**src/rtl/piradip_bit_sync_detector.sv**
```systemverilog
// piradip_bit_sync_detector: bit-serial frame synchroniser (HUNT -> VERIFY -> LOCKED).
// Latency: zero; payload bits pass combinationally from in_* to out_* while locked.
// Backpressure: in_ready follows out_ready in the payload phase and is 1 otherwise.
//
// Ports:
//   clk, rst (async, active-high), resync (sync request to re-hunt)
//   in_valid/in_ready/in_data   : raw bit stream in
//   out_valid/out_ready/out_data: payload bits out, out_align marks bit 0 of each frame
//   locked, sync_miss (1-cycle pulse after a failed periodic check), frame_count
// Optional: define PIRADIP_BIT_SYNC_INVERT_EN to also acquire on ~SYNC_WORD, correct
//   the polarity of all following bits, and expose the polarity flag on `inverted`.
module piradip_bit_sync_detector #(
  parameter int                    SYNC_WIDTH = 32,
  parameter logic [SYNC_WIDTH-1:0] SYNC_WORD  = 32'hA5A5A5A5,
  parameter int                    FRAME_BITS = 256,
  parameter int                    MAX_ERRORS = 0,
  parameter int                    LOCK_COUNT = 2,
  parameter int                    LOSS_COUNT = 2
) (
  input  logic        clk,
  input  logic        rst,
  input  logic        resync,
  input  logic        in_valid,
  output logic        in_ready,
  input  logic        in_data,
  output logic        out_valid,
  input  logic        out_ready,
  output logic        out_data,
  output logic        out_align,
  output logic        locked,
  output logic        sync_miss,
  output logic [15:0] frame_count
`ifdef PIRADIP_BIT_SYNC_INVERT_EN
  , output logic      inverted
`endif
);

  localparam int CW = $clog2(FRAME_BITS + SYNC_WIDTH);
  localparam int BW = $clog2(SYNC_WIDTH + 1);
  localparam int HW = $clog2(LOCK_COUNT + 1);
  localparam int MW = $clog2(LOSS_COUNT + 1);
  localparam logic [CW-1:0] LAST_BEAT = CW'(FRAME_BITS + SYNC_WIDTH - 1);

  typedef enum logic [1:0] {HUNT, VERIFY, LOCKED} state_t;

  state_t                state_q, state_d;
  logic [SYNC_WIDTH-1:0] window_q, window_d, window_nxt;
  logic [BW-1:0]         bits_seen_q, bits_seen_d;
  logic [CW-1:0]         bit_cnt_q, bit_cnt_d;
  logic [HW-1:0]         hits_q, hits_d;
  logic [MW-1:0]         misses_q, misses_d;
  logic [15:0]           frame_count_q, frame_count_d;
  logic                  sync_miss_q, sync_miss_d;
  logic                  pol, bit_in, match, payload, last, beat;
`ifdef PIRADIP_BIT_SYNC_INVERT_EN
  logic                  inv_q, inv_d, match_inv;
`endif

  function automatic int popcount(input logic [SYNC_WIDTH-1:0] v);
    int n;
    n = 0;
    for (int i = 0; i < SYNC_WIDTH; i++) n += int'(v[i]);
    return n;
  endfunction

  always_comb begin
    pol = 1'b0;
`ifdef PIRADIP_BIT_SYNC_INVERT_EN
    pol = inv_q;
`endif
    // Polarity correction applies to both the sync window and forwarded payload.
    bit_in     = in_data ^ pol;
    window_nxt = {window_q[SYNC_WIDTH-2:0], bit_in};
    match      = popcount(window_nxt ^ SYNC_WORD) <= MAX_ERRORS;
`ifdef PIRADIP_BIT_SYNC_INVERT_EN
    match_inv  = popcount(window_nxt ^ ~SYNC_WORD) <= MAX_ERRORS;
`endif
    payload   = (state_q == LOCKED) && (bit_cnt_q < CW'(FRAME_BITS));
    last      = (bit_cnt_q == LAST_BEAT);
    in_ready  = payload ? out_ready : 1'b1;
    out_valid = payload & in_valid;
    out_data  = payload & bit_in;
    out_align = out_valid && (bit_cnt_q == '0);
    beat      = in_valid & in_ready;
  end

  always_comb begin
    state_d       = state_q;
    window_d      = window_q;
    bits_seen_d   = bits_seen_q;
    bit_cnt_d     = bit_cnt_q;
    hits_d        = hits_q;
    misses_d      = misses_q;
    frame_count_d = frame_count_q;
    sync_miss_d   = 1'b0;
`ifdef PIRADIP_BIT_SYNC_INVERT_EN
    inv_d         = inv_q;
`endif
    if (resync) begin
      // A beat in the same cycle is swallowed: nothing below runs.
      state_d     = HUNT;
      window_d    = '0;
      bits_seen_d = '0;
      bit_cnt_d   = '0;
      hits_d      = '0;
      misses_d    = '0;
`ifdef PIRADIP_BIT_SYNC_INVERT_EN
      inv_d       = 1'b0;
`endif
    end else if (beat) begin
      window_d  = window_nxt;
      bit_cnt_d = last ? '0 : bit_cnt_q + 1'b1;
      case (state_q)
        HUNT: begin
          bit_cnt_d = '0;
          if (bits_seen_q != BW'(SYNC_WIDTH)) bits_seen_d = bits_seen_q + 1'b1;
          // Only a window filled entirely with bits seen since the last hunt start counts.
          if (bits_seen_q >= BW'(SYNC_WIDTH - 1)) begin
`ifdef PIRADIP_BIT_SYNC_INVERT_EN
            if (match || match_inv) begin
              inv_d = !match;
`else
            if (match) begin
`endif
              hits_d   = HW'(1);
              misses_d = '0;
              state_d  = (LOCK_COUNT == 1) ? LOCKED : VERIFY;
            end
          end
        end
        VERIFY: begin
          if (last) begin
            if (match) begin
              hits_d = hits_q + 1'b1;
              if (hits_q == HW'(LOCK_COUNT - 1)) state_d = LOCKED;
            end else begin
              state_d     = HUNT;
              bits_seen_d = '0;
              hits_d      = '0;
`ifdef PIRADIP_BIT_SYNC_INVERT_EN
              inv_d       = 1'b0;
`endif
            end
          end
        end
        LOCKED: begin
          if (bit_cnt_q == CW'(FRAME_BITS - 1)) frame_count_d = frame_count_q + 16'd1;
          if (last) begin
            if (match) begin
              misses_d = '0;
            end else begin
              sync_miss_d = 1'b1;
              if (misses_q == MW'(LOSS_COUNT - 1)) begin
                state_d     = HUNT;
                bits_seen_d = '0;
                hits_d      = '0;
                misses_d    = '0;
`ifdef PIRADIP_BIT_SYNC_INVERT_EN
                inv_d       = 1'b0;
`endif
              end else begin
                // Flywheel: keep forwarding on the established frame phase.
                misses_d = misses_q + 1'b1;
              end
            end
          end
        end
        default: state_d = HUNT;
      endcase
    end
  end

  always_ff @(posedge clk or posedge rst) begin
    if (rst) begin
      state_q       <= HUNT;
      window_q      <= '0;
      bits_seen_q   <= '0;
      bit_cnt_q     <= '0;
      hits_q        <= '0;
      misses_q      <= '0;
      frame_count_q <= '0;
      sync_miss_q   <= 1'b0;
`ifdef PIRADIP_BIT_SYNC_INVERT_EN
      inv_q         <= 1'b0;
`endif
    end else begin
      state_q       <= state_d;
      window_q      <= window_d;
      bits_seen_q   <= bits_seen_d;
      bit_cnt_q     <= bit_cnt_d;
      hits_q        <= hits_d;
      misses_q      <= misses_d;
      frame_count_q <= frame_count_d;
      sync_miss_q   <= sync_miss_d;
`ifdef PIRADIP_BIT_SYNC_INVERT_EN
      inv_q         <= inv_d;
`endif
    end
  end

  assign locked      = (state_q == LOCKED);
  assign sync_miss   = sync_miss_q;
  assign frame_count = frame_count_q;
`ifdef PIRADIP_BIT_SYNC_INVERT_EN
  assign inverted    = inv_q;
`endif

endmodule

```
**config.mk**
```make
export PLATFORM = sky130hd
export DESIGN_NAME = piradip_bit_sync_detector
export DESIGN_NICKNAME = d
export VERILOG_FILES = /design/src/rtl/piradip_bit_sync_detector.sv
export SDC_FILE = /design/constraint.sdc
export NUM_CORES = 1
export LEC_CHECK = 0
export ABC_AREA = 1
export CORE_MARGIN = 2
export CORE_UTILIZATION = 40
export CTS_BUF_LIST = sky130_fd_sc_hd__clkbuf_4 sky130_fd_sc_hd__clkbuf_8 sky130_fd_sc_hd__clkbuf_16
export DETAILED_ROUTE_END_ITERATION = 10
export REMOVE_ABC_BUFFERS = 1
export SKIP_LAST_GASP = 1
export SYNTH_ARGS = -nofsm -noshare
export SYNTH_HDL_FRONTEND = slang
export SYNTH_SLANG_ARGS = --single-unit
export TNS_END_PERCENT = 1
```
**constraint.sdc**
```tcl
create_clock -name clk -period 5.7 [get_ports clk]
set_clock_uncertainty 0.2 [all_clocks]
set_input_delay 0.855 -clock clk [delete_from_list [all_inputs] [get_ports clk]]
set_output_delay 0.855 -clock clk [all_outputs]
set_load 0.02 [all_outputs]
```
==> metrics.csv <==
stage,metric,value,unit
worst_setup_path,critical path startpoint category,flop,
cts,CTS tree,yes,
worst_setup_path,CP Max Fanout,5,
status,status,completed,
routing,Vias,3302,
worst_setup_path,Reg2Reg Capture Point,misses_q[1]$_DFFE_PP0P_,
final_layout,post-route cell area,4960,um^2
global_routing,initial antenna violation count,0,
worst_setup_path,Arrival @ worst endpoint,5.52,ns
placement,RD Place Congestion,0.827,
floorplan,row cnt,38,
routing,final wirelength,8940,um
worst_setup_path,Worst EP required,5.75,ns
cts,worst skew pair latency,0.36,ns
synthesis,number of enable flip-flop cells after synthesis,0,
routing,post-DR wirelength/cell,13.3,um
synthesis,Synth top area share,39.3,%
sta,RSZ-0062 raised after global routing,false,
global_routing,gr ovfl total,0,
routing,DRC violations left,0,
final_layout,Post-Layout Cell Count,674,
placement,DP Area,4770,um^2
synthesis,ranking of synthesized cells by area,"dfrtp_1, fa_1, nand2_1",
final_layout,antenna cells,0,
global_routing,vias in the first global route,3156,
power_and_ir_drop,Final Power,0.00116,W
synthesis,synthesized instance count,503,
synthesis,synthesized cell area,4390,um^2
cts,CTS HTree Levels,3,
sta,fin. max-slew vios,0,
power_and_ir_drop,Pleak,2.38,nW
cts,TritonCTS buffer count,9,
worst_setup_path,R2R depth,21,
sta,max frequency,0.183,GHz
cts,clock transition at the registers of the reported paths,0.08,ns
sta,Final Hold Fails,0,
cts,clk buf depth,2,
floorplan,chip height,109,um
global_routing,All-Layer GR Usage,16.5,%
synthesis,Synth Register Bits,69,
synthesis,register area share after synthesis,39.3,%
synthesis,most numerous cell in the Yosys netlist,nand2_1,
worst_setup_path,WS Path Type,reg2reg,
worst_hold_path,hold path startpoint,hits_q[1]$_DFFE_PP0P_,
worst_hold_path,Hold WC Path Type,reg2reg,
final_layout,Nets,578,
cts,CTS Sinks,69,
worst_setup_path,FF-to-FF setup slack,0.23,ns
sta,Slew @ Worst Pin,1.02,ns
floorplan,IO Pins,28,
sta,setup tns final,0,ns
placement,Post-DP HPWL,6700,um
synthesis,Synth async-reset ratio,100,%
synthesis,post-synth top area cell,dfrtp_1,
final_layout,Area Growth Syn to Fin,12.9,%
sta,Slew headroom,31.9,%
sta,Tmin final,5.47,ns
worst_setup_path,Crit. End Element,flop,
global_routing,first-pass GRT wire length,15100,um
cts,CTS Root Cell,clkbuf_8,
final_layout,share of layout cells above drive strength 1,10.7,%
worst_hold_path,WHS Path Cells,2,
sta,Tcrit/Tclk final,95.9,%
floorplan,initial core utilization,40.7,%
run,Max-cap violations,0,
routing,Antenna Nets Post-Route,0,
worst_hold_path,Hold Crit Endpoint,hits_q[1]$_DFFE_PP0P_,
synthesis,post-synth cell types,41,
cts,hold buffers post-CTS,0,
worst_setup_path,Worst R2R Start,window_q[0]$_DFFE_PP0N_,
floorplan,core area,10800,um^2
floorplan,die area,11800,um^2
sta,final setup vio count,0,
power_and_ir_drop,Worst VDD drop,0.162,mV
final_layout,FILL cells,1078,
routing,first-pass iteration count of the detailed router,4,
power_and_ir_drop,P per Cell Area,233,nW/um^2
synthesis,synthesized area per cell,8.74,um^2
global_routing,largest net degree at the start of global routing,53,
synthesis,top post-synthesis cells by count,"nand2_1, inv_1, dfrtp_1",
placement,Placed Cells,659,
synthesis,"Top FF cell, synth",dfrtp_1,
routing,DR vias/cell,4.90,
routing,Iter 0 DRT Violations,154,
placement,Port Buffers,27,
synthesis,YS warnings,0,
floorplan,die span in x,109,um
==> per-stage QoR <==
stage / worst slack (ns) / util [%] / hold WS, ns
floorplan: 0.366 / - / 0.241
global placement: 0.165 / 44.2 / 0.259
detailed placement: 0.0913 / 44.2 / 0.264
CTS: 0.0643 / 45.6 / 0.283
global route: 0.0108 / 46.0 / 0.293
finish: 0.231 / 46.0 / 0.274
==> worst max-delay path, cell delays in order, from the launching register on <==
cell and delay (ns):
dfrtp_1 0.43, fa_1 0.54, inv_1 0.05, fa_1 0.46, fa_1 0.51, inv_1 0.05
fa_1 0.47, fa_1 0.52, inv_1 0.05, fa_1 0.49, inv_1 0.04, ha_1 0.20
fa_1 0.45, nor2_2 0.10, nand2_1 0.09, nor2_4 0.12, nand2_4 0.09, nand2_2 0.08
nand2_2 0.07, nor2_2 0.14, nand3_1 0.07, and2_1 0.14
==> flip-flops by register name, indices dropped and copies added, names as in the netlist <==
name and cells:
sync_miss 1, bits_seen_q 6, window_q 31, state_q 2, frame_count 16, hits_q 2, misses_q 2, bit_cnt_q 9
==> cell usage in the layout, fill, tap and decap left out, types with 2 or more instances in the layout <==
master	Yosys	final
nand2_1	94	92
inv_1	87	86
dfrtp_1	69	69
nand3_1	48	48
nor2_1	40	36
clkdlybuf4s50_1	0	27
fa_1	24	24
ha_1	17	17
o21ai_0	14	14
o21ai_1	13	13
clkbuf_8	0	9
inv_2	7	8
o31ai_1	8	8
nand2_2	6	7
xnor2_1	7	7
a21oi_1	7	7
nand4_1	6	6
xor2_1	6	6
nor2_2	3	5
nor3_1	5	5
nand2_4	3	4
nor4_1	4	4
nor2_4	1	3
nor2_8	3	3
nand3_2	3	3
clkinv_2	0	3
nor3_4	2	2
nand3b_1	2	2
o22ai_1	2	2
clkinvlp_4	0	2
buf_4	2	2
==> layout make-up <==
| cell class | instances | area [um^2] | share of cell area [%] |
|---|---|---|---|
| Sequential cell | 69 | 1730 | 34.8 |
| Clock inverter | 5 | 30.0 | 0.605 |
| Clock buffer | 9 | 124 | 2.50 |
| Multi-Input combinational cell | 327 | 2260 | 45.6 |
| Timing Repair Buffer | 29 | 285 | 5.75 |
| Inverter | 95 | 359 | 7.24 |
| Tap cell | 140 | 175 | 3.53 |
==> worst max path at each step <==
stage	startpoint	end	slack, ns	cells after the start
floorplan	window_q[0]$_DFFE_PP0N_	hits_q[0]$_DFFE_PP0P_	0.37	22
global placement	window_q[0]$_DFFE_PP0N_	hits_q[1]$_DFFE_PP0P_	0.17	22
detailed placement	window_q[0]$_DFFE_PP0N_	hits_q[1]$_DFFE_PP0P_	0.09	22
CTS	window_q[0]$_DFFE_PP0N_	hits_q[1]$_DFFE_PP0P_	0.06	22
global route	window_q[9]$_DFFE_PP0N_	bits_seen_q[1]$_DFFE_PP0P_	0.01	22
finish	window_q[0]$_DFFE_PP0N_	misses_q[1]$_DFFE_PP0P_	0.23	21
==> what timing repair did <==
item | 4_1_cts | 5_1_grt
resized for setup | 0 | 9
buffers inserted | 0 | 1
endpoints found under the hold margin | 0 | 0
endpoints found under the setup margin | 0 | 12
==> metal layers <==
layer	share of wire (%)	global-route usage, %	up-vias
met1	49	23.1	1599
li1	-	-	1630
met4	2.0	7.42	0
met5	0	0	-
met2	45	25.0	60
met3	3.3	2.93	13
==> logic make-up (layout without fill, tap and decap cells) <==
kind of cell | after synthesis | count (layout) | synth area share (%)
AND/OR/NAND/NOR | 226 | 226 | 26.2
AO/OA/AOI/OAI | 47 | 47 | 6.26
flip-flops | 69 | 69 | 39.3
buffers and inverters | 107 | 138 | 9.91
XOR/XNOR | 13 | 13 | 2.59
adder cells (fa/ha/maj) | 41 | 41 | 15.8
==> power by group <==
part	internal (W)	switching [W]
sequential	0.000506	0.0000181
combinational	0.000102	0.000190
clock	0.000150	0.000190
Note: power is estimated with default switching activity, not from simulation.
==> RTL edit: new RTL, same flow settings <==
The option `PIRADIP_BIT_SYNC_INVERT_EN` is turned on by a define.
--- a/src/rtl/piradip_bit_sync_detector.sv
+++ b/src/rtl/piradip_bit_sync_detector.sv
@@ -9,6 +9,8 @@
 //   locked, sync_miss (1-cycle pulse after a failed periodic check), frame_count
 // Optional: define PIRADIP_BIT_SYNC_INVERT_EN to also acquire on ~SYNC_WORD, correct
 //   the polarity of all following bits, and expose the polarity flag on `inverted`.
+`define PIRADIP_BIT_SYNC_INVERT_EN
+
 module piradip_bit_sync_detector #(
   parameter int                    SYNC_WIDTH = 32,
   parameter logic [SYNC_WIDTH-1:0] SYNC_WORD  = 32'hA5A5A5A5,
Behaviour (old outputs only; new: inverted): no difference found for any inputs over 10 cycles, from zero or initial values and one cycle with rst high; that may be too few to reach the edited logic, so the function may still have changed.
==> RTL edit against the original RTL <==
  * Cell area is 22% higher
  * Utilization increased by 2.7 points
  * Largest cell class unchanged
  * Worst setup slack worse by 0.20 ns
  * Maximum frequency down 3.6%
  * Sequential cell count is 1 higher
  * Area after synthesis grew 15%
  * Routed wire length rose by 30%
  * Register-to-register slack got worse by 0.16 ns
Power is not compared: it rests on default switching activity, and its combinational part moved more than twofold at a synthesized area within 25%.
==> RTL edit: results (changes against the original RTL) <==
<table>
<tr><th>Metric</th><th>Value</th></tr>
<tr><th colspan="2">Layout</th></tr>
<tr><td>Number of clock-tree buffers in the layout</td><td>10 (+1)</td></tr>
<tr><td>Multi-input gate share of total cell area</td><td>0.461 (+0.00516)</td></tr>
<tr><td>Share of the core filled with cells</td><td>0.487 (+0.0270)</td></tr>
<tr><td>Share of cells above drive strength 1</td><td>0.108 (+0.000903)</td></tr>
<tr><td>Net count, final</td><td>714 (+24%)</td></tr>
<tr><td>Post-Layout Cell Count</td><td>813 (+21%)</td></tr>
<tr><th colspan="2">Synthesis</th></tr>
<tr><td>Xor-xnor portion of the synthesized cell area</td><td>0.0277 (+0.00178)</td></tr>
<tr><td>Fraction of the mapped netlist area in adder cells</td><td>0.249 (+0.0915)</td></tr>
<tr><td>Synth top area cells</td><td>dfrtp_1 (35%), fa_1 (19%), inv_1 (9.3%)</td></tr>
<tr><td>Most used standard cells in the synthesized netlist</td><td>inv_1 (125), nand2_1 (85), dfrtp_1 (70)</td></tr>
<tr><td>Cells after Synth</td><td>582 (+16%)</td></tr>
<tr><td>Sequential-to-total area share from yosys stat</td><td>0.346 (-0.0468)</td></tr>
<tr><th colspan="2">Clock network</th></tr>
<tr><td>Clk root buf</td><td>clkbuf_16</td></tr>
<tr><td>Clk slew on worst S/H paths</td><td>0.06 ns (-0.02 ns)</td></tr>
<tr><th colspan="2">Critical path</th></tr>
<tr><td>End point of the critical path</td><td>hits_q[0]$_DFFE_PP0P_</td></tr>
<tr><td>Worst reg2reg startpoint</td><td>window_q[13]$_DFFE_PP0N_</td></tr>
<tr><td>Reg-to-reg setup timing slack</td><td>0.07 ns (-0.16 ns)</td></tr>
<tr><td>Capturing point of the worst reg2reg path</td><td>state_q[1]$_DFFE_PP0P_</td></tr>
<tr><th colspan="2">STA</th></tr>
<tr><td>Remaining max-slew budget at the tightest pin</td><td>0.379 (+0.0599)</td></tr>
<tr><td>Worst slack on hold paths</td><td>0.301 ns (+0.0270 ns)</td></tr>
<tr><th colspan="2">Routing</th></tr>
<tr><td>Initial detailed-routing violation count</td><td>285 (+85%)</td></tr>
<tr><td>WL final</td><td>11.6 mm (+30%)</td></tr>
<tr><th colspan="2">Floorplan</th></tr>
<tr><td>Floorplan die width</td><td>116 um (+7.1%)</td></tr>
<tr><th colspan="2">Outcome</th></tr>
<tr><td>Status</td><td>completed</td></tr>
<tr><th colspan="2">Placed design</th></tr>
<tr><td>Routability congestion estimate from global placement</td><td>0.851 (+2.8%)</td></tr>
<tr><td>HPWL after detailed placement</td><td>8.74 mm (+30%)</td></tr>
<tr><td>Cell area reported after detailed placement</td><td>5690 sq um (+19%)</td></tr>
<tr><th colspan="2">Global route</th></tr>
<tr><td>Global-route wire length before repair</td><td>20.1 mm (+33%)</td></tr>
</table>
==> RTL edit: changes by cell type after synthesis, moves of 4 or more <==
cell     change
xor2_1       +6
nor3_1       +8
o21ai_0     +24
fa_1        +24
inv_1       +38
o31ai_1      -5
buf_2        +4
o21ai_1     -12
nand3_1      +8
nand2_2      -5
ha_1         +7
nand2_1      -9
==> RTL edit: repair_timing <==
| item | 4_1_cts | 5_1_grt |
|---|---|---|
| resized for setup | 11 | 4 |
| endpoints found under the hold margin | 0 | 0 |
| buffers inserted | 1 | 1 |
| pin swaps | 9 | 4 |
| setup endpoints to repair | 13 | 13 |
==> RTL edit: routing by layer <==
metal	global-route usage	routed length, um	vias to the layer above
li1	-	-	1922
met1	0.258	5250	1965
met2	0.318	5520	81
met3	0.0394	600	21
met4	0.0746	214	0
met5	0	0	-
==> RTL edit: worst register-to-register path, delay by kind of cell, from the launching register on <==
kind | cells | cell delay (ns)
buf+inv | 6 | 0.57
simple gates | 9 | 0.76
fa+ha+maj | 8 | 3.63
flops | 1 | 0.38
